==> src/rtl/prbs15_pattern_seq.sv <==
// prbs15_pattern_seq: fetches a 4-byte word from the byte serializer,
// shifts it out LSB-first n_repeat times, then free-runs PRBS-15.
module prbs15_pattern_seq #(
  parameter logic [14:0] SEED  = 15'h7FFF,
  parameter int          REP_W = 8
) (
  input  logic             clk,
  input  logic             rst,
  input  logic             start,
  input  logic             stop,
  input  logic [REP_W-1:0] n_repeat,
  input  logic [7:0]       ser_byte,
  output logic [1:0]       byte_num,
  output logic             ser_en,
  output logic             bit_out,
  output logic             bit_valid,
  output logic             prbs_mode,
  output logic             busy
);

  typedef enum logic [2:0] {
    S_IDLE,
    S_FETCH,
    S_CAPTURE,
    S_SHIFT,
    S_PRBS
  } state_t;

  // An all-zero LFSR would lock up, so a zero seed is promoted to 1.
  localparam logic [14:0] SEED_EFF =
    (SEED == 15'd0) ? 15'h0001 : SEED;

  function automatic logic [14:0] lfsr_step(
    input logic [14:0] v
  );
    return {v[13:0], v[14] ^ v[13]};
  endfunction

  state_t           state;
  state_t           state_d;
  logic [7:0]       shreg;
  logic [7:0]       shreg_d;
  logic [2:0]       bit_cnt;
  logic [2:0]       bit_cnt_d;
  logic [1:0]       byte_idx;
  logic [1:0]       byte_idx_d;
  logic [REP_W-1:0] pass_cnt;
  logic [REP_W-1:0] pass_cnt_d;
  logic [REP_W-1:0] pass_inc;
  logic [REP_W-1:0] rep;
  logic [REP_W-1:0] rep_d;
  logic [14:0]      lfsr;
  logic [14:0]      lfsr_d;

  logic [1:0]       byte_num_d;
  logic             ser_en_d;
  logic             bit_d;
  logic             valid_d;
  logic             prbs_d;
  logic             busy_d;

  assign pass_inc = pass_cnt + REP_W'(1);

  // State register.
  always_ff @(posedge clk or negedge rst) begin
    if (!rst) begin
      state <= S_IDLE;
    end else begin
      state <= state_d;
    end
  end

  // Next state, datapath updates and next output values.
  // Outputs are computed from the next state so that the
  // registered copies line up with the state they describe.
  // shreg holds the bits still to be sent after bit_out.
  always_comb begin
    state_d    = state;
    shreg_d    = shreg;
    bit_cnt_d  = bit_cnt;
    byte_idx_d = byte_idx;
    pass_cnt_d = pass_cnt;
    rep_d      = rep;
    lfsr_d     = lfsr;
    bit_d      = 1'b0;

    if (stop) begin
      state_d    = S_IDLE;
      byte_idx_d = 2'd0;
      bit_cnt_d  = 3'd0;
    end else begin
      unique case (state)
        S_IDLE: begin
          if (start) begin
            byte_idx_d = 2'd0;
            pass_cnt_d = '0;
            rep_d      = n_repeat;
            if (n_repeat != '0) begin
              state_d = S_FETCH;
            end else begin
              state_d = S_PRBS;
            end
          end
        end
        S_FETCH: begin
          state_d = S_CAPTURE;
        end
        S_CAPTURE: begin
          bit_d     = ser_byte[0];
          shreg_d   = {1'b0, ser_byte[7:1]};
          bit_cnt_d = 3'd0;
          state_d   = S_SHIFT;
        end
        S_SHIFT: begin
          if (bit_cnt == 3'd7) begin
            if (byte_idx != 2'd3) begin
              byte_idx_d = byte_idx + 2'd1;
              state_d    = S_FETCH;
            end else begin
              byte_idx_d = 2'd0;
              pass_cnt_d = pass_inc;
              if (pass_inc == rep) begin
                state_d = S_PRBS;
              end else begin
                state_d = S_FETCH;
              end
            end
          end else begin
            bit_d     = shreg[0];
            shreg_d   = {1'b0, shreg[7:1]};
            bit_cnt_d = bit_cnt + 3'd1;
          end
        end
        S_PRBS: begin
          bit_d  = lfsr[14];
          lfsr_d = lfsr_step(lfsr);
        end
        default: begin
          state_d = S_IDLE;
        end
      endcase
    end

    // Entering PRBS: first bit comes straight from the seed,
    // the register then runs one step ahead of bit_out.
    if (state_d == S_PRBS && state != S_PRBS) begin
      bit_d  = SEED_EFF[14];
      lfsr_d = lfsr_step(SEED_EFF);
    end

    ser_en_d   = (state_d == S_FETCH);
    valid_d    = (state_d == S_SHIFT) ||
                 (state_d == S_PRBS);
    prbs_d     = (state_d == S_PRBS);
    busy_d     = (state_d != S_IDLE);
    byte_num_d = busy_d ? byte_idx_d : 2'd0;
    bit_d      = bit_d & valid_d;
  end

  // Datapath registers.
  always_ff @(posedge clk or negedge rst) begin
    if (!rst) begin
      shreg    <= 8'd0;
      bit_cnt  <= 3'd0;
      byte_idx <= 2'd0;
      pass_cnt <= '0;
      rep      <= '0;
      lfsr     <= SEED;
    end else begin
      shreg    <= shreg_d;
      bit_cnt  <= bit_cnt_d;
      byte_idx <= byte_idx_d;
      pass_cnt <= pass_cnt_d;
      rep      <= rep_d;
      lfsr     <= lfsr_d;
    end
  end

  // Registered outputs.
  always_ff @(posedge clk or negedge rst) begin
    if (!rst) begin
      byte_num  <= 2'd0;
      ser_en    <= 1'b0;
      bit_out   <= 1'b0;
      bit_valid <= 1'b0;
      prbs_mode <= 1'b0;
      busy      <= 1'b0;
    end else begin
      byte_num  <= byte_num_d;
      ser_en    <= ser_en_d;
      bit_out   <= bit_d;
      bit_valid <= valid_d;
      prbs_mode <= prbs_d;
      busy      <= busy_d;
    end
  end

endmodule

==> config.mk <==
export PLATFORM = sky130hd
export DESIGN_NAME = prbs15_pattern_seq
export DESIGN_NICKNAME = d
export VERILOG_FILES = /design/src/rtl/prbs15_pattern_seq.sv
export SDC_FILE = /design/constraint.sdc
export NUM_CORES = 1
export LEC_CHECK = 0
export BUFFER_PORTS_ARGS = -buffer_cell sky130_fd_sc_hd__buf_2
export CORE_MARGIN = 4
export CORE_UTILIZATION = 50
export DETAILED_ROUTE_END_ITERATION = 7
export PLACE_DENSITY = 0.75
export SYNTH_ARGS = -nofsm -noshare
export SYNTH_HDL_FRONTEND = slang
export SYNTH_SLANG_ARGS = --single-unit
export TNS_END_PERCENT = 1
==> constraint.sdc <==
create_clock -name clk -period 3 [get_ports clk]
set_clock_uncertainty 0.05 [all_clocks]
set_input_delay 0.15 -clock clk [delete_from_list [all_inputs] [get_ports clk]]
set_output_delay 0.15 -clock clk [all_outputs]
set_load 0.03 [all_outputs]
==> metrics.md <==
| Metric | Value |
|---|---|
| Outcome | `finished clean` |
| Vias/cell | `~5.5` |
| Vias | `1772` |
| Drt initial violations | `128` |
| Share of cells above drive strength 1 | `0.3176` |
| Power per cell area | `553.9 nW/µm²` |
| Grt ovf | `0` |
| CTS root buf | `clkbuf_8` |
| Slew Limit Headroom | `0.3597` |
| Post-DP HPWL | `3.371 mm` |
| Fill cells | `430` |
| Number of global-route vias before repair | `1713` |
| Worst setup SP type | `register` |
| Final period utilization | `0.7914` |
| Dpl cells | `313` |
| Worst-Margin Slew | `about 960 ps` |
| Setup Buffers After CTS | `0` |
| Lkg Pwr | `0.001318 µW` |
| Yosys warns | `0` |
| Max_cap viols | `0` |
| H-tree level count | `2` |
| Initial core utilization | `0.5318` |
| Slew Viols, Final | `0` |
| CTS buffer count | `5` |
| Syn Nets | `between 200 and 300` |
| Routability cong. | `0.8457` |
| Hold Slack | `20.07 ps` |
| WP data arrival | `2510 ps` |
| Fin crit period | `2374 ps` |
| Largest net degree at the start of global routing | `47` |
| Cells after Synth | `231` |
| Syn_area_per_cell | `11.23 µm²` |
| Die Height | `80.04 µm` |
| Max Freq | `0.4212 GHz` |
| Worst-path clk slew | `approximately 90 ps` |
| Die ar. | `6406 µm²` |
| Port Buf Inserts | `26` |
| Final wirelength | `4.775 mm` |
| Unrepaired setup endpoints after global routing | `no` |
| Die width | `about 80 µm` |
| Synth unique cells | `54` |
| Setup Crit Path Kind | `reg -> reg` |
| Initial antenna violation count | `0` |
| Hold WC Path Type | `in -> reg` |
| Diode count | `0` |
| Worst path required time | `3140 ps` |
| Post-Layout Cell Count | `322` |
| Register bit total from synthesis | `53` |
| Synth Cell Area | `2595 µm²` |
| Crit Path Max Fanout | `15` |
| Crit. End Element | `register` |
| Clk buf depth | `2` |
| Worst R2R Setup Slack | `630 ps` |
| Async SR Flop Fraction | `1.000` |
| Cell Area, Placed | `~2700 µm²` |
| Dominant synthesized flop cell | `dfrtp_1` |
| Io pins | `27` |
| Fin. Hold Viols | `0` |
| Register area share after synthesis | `0.5183` |
| Total GRT Usage | `0.1637` |
| First-pass GRT wire length | `roughly 8 mm` |
| DRC viols | `0` |
| Finish-stage setup viols | `0` |
| Setup_tns | `0 ps` |
| Core Box Area | `4880 µm²` |
| Peak VDD IR | `0.0003903 V` |
| Clock latency at the later pin of the worst-skew pair | `300 ps` |
| DRT Pass-1 Iters | `4` |
| Antenna viol nets, final | `0` |
| Post-synth EDFFs | `0` |
| CTS tree | `done` |
| Avg WL per Cell | `14.83 µm` |
| Row count | `25` |
| Final setup margin | `roughly 630 ps` |
| CTS sink cnt | `53` |
| Design area | `approximately 2900 µm²` |
| Worst slack, placed | `650.2 ps` |
| Synth-to-layout area growth | `10.41%` |
| Final nets | `278` |
[power breakdown]
group	internal [µW]	total [µW]	switching (µW)	leakage, µW
sequential	808	868	60.2	0.000655
combinational	121	239	118	0.000604
clock	250	480	230	0.0000585
total	1180	1590	408	0.00132
[cell usage after synthesis (2+ instances only)]
library cell  count  area (µm²)
a21oi_1           8       40.04
a22o_1            3       26.28
a31o_2            2       17.52
a31oi_1           3       18.77
and3_1            5       31.28
buf_2             3       15.01
buf_6             2       22.52
clkbuf_1          6       22.52
dfrtp_1          38       950.9
dfstp_2          15       394.1
ha_1              4       50.05
inv_1             3       11.26
mux2_2            9       101.4
mux2i_1           6       60.06
nand2_1          12       45.04
nand2_2           3       18.77
nand3_1           6       30.03
nand3b_1          5       37.54
nand4_1           2       12.51
nor2_1           17       63.81
nor3_1            4       20.02
o21ai_0          14       70.07
o21ai_1           4       20.02
o21ai_2           3       26.28
o22a_1           14       122.6
o31a_1            2       17.52
or2_2             2       12.51
xnor2_1           9       78.83
xor2_1            2       17.52
[cells by family (layout without fill, tap and decap cells)]
logic type	after synthesis	after routing	share of synthesized area
xor gates and xnor gates	11	11	0.03713
adders and majority gates	4	4	0.01929
DFF	53	53	0.5183
muxes	15	15	0.06220
and+or+nand+nor	70	70	0.1577
buffers and inverters	16	40	0.03568
AOI/OAI and AO/OA	62	62	0.1697
[critical path, stage by stage, from the launching register on]
cell and delay, ps:
dfrtp_1 550, or4b_1 670, o21bai_1 230, a221o_1 340
nand2b_4 240, nand2_1 110, o21ai_1 60
[flip-flops by register name, summed over array words and instances, names as in the netlist, 2 cells and up]
signal / cells
bit_cnt: 3
byte_idx: 2
byte_num: 2
lfsr: 15
pass_cnt: 8
rep: 8
shreg: 7
state: 3
[cell type report]
type,count,area [µm²],share of cell area
sequential,53,1345,0.4694
multi-input combinational,162,1157,0.4039
timing repair buffer,29,155.1,0.05415
tap,67,83.83,0.02926
clock buffer,5,68.82,0.02402
clock inverter,3,43.79,0.01528
inverter,3,11.26,0.003930
[timing repair]
| item | in CTS | in global routing |
|---|---|---|
| hold buffers | 1 | 0 |
| hold endpoints to repair | 38 | 0 |
| setup endpoints to repair | 0 | 0 |
| resized for setup | 0 | 0 |
[cell usage in the layout, fill, tap and decap left out, types with 8 or more instances in the layout]
cell / n
a21oi_1: 8
o22a_1: 14
dfstp_2: 15
mux2_2: 9
buf_2: 26
dfrtp_1: 38
nor2_1: 17
xnor2_1: 9
nand2_1: 12
o21ai_0: 14
[per-layer routing]
metal | routed length, µm | GRT usage
met4 | 48 | 0.04054
met3 | 169 | 0.03499
met1 | 2428 | 0.2476
met5 | 0 | 0
met2 | 2129 | 0.2384
[through the flow]
stage / utilization / power, µW
6_report: 0.5872 / 1587
5_1_grt: 0.5872 / 1673
4_1_cts: 0.5872 / 1602
3_5_place_dp: 0.5621 / 1122
3_3_place_gp: 0.5621 / 1113
2_1_floorplan: - / 1053
[path summary, 6_finish.rpt]
kind / startpoint / endpoint / depth (start not counted)
worst max-delay path: state[2]$_DFF_PN0_ / shreg[0]$_DFFE_PN0P_ / 6
worst min register to register: shreg[4]$_DFFE_PN0P_ / shreg[4]$_DFFE_PN0P_ / 2
min in group asynchronous: rst / rep[6]$_DFFE_PN0P_ / 2
max in group asynchronous: rst / lfsr[5]$_DFFE_PN1P_ / 3
worst min-delay path: ser_byte[7] / shreg[6]$_DFFE_PN0P_ / 3
worst max register to register: state[2]$_DFF_PN0_ / shreg[0]$_DFFE_PN0P_ / 6
(Power assumes the default switching activity.)
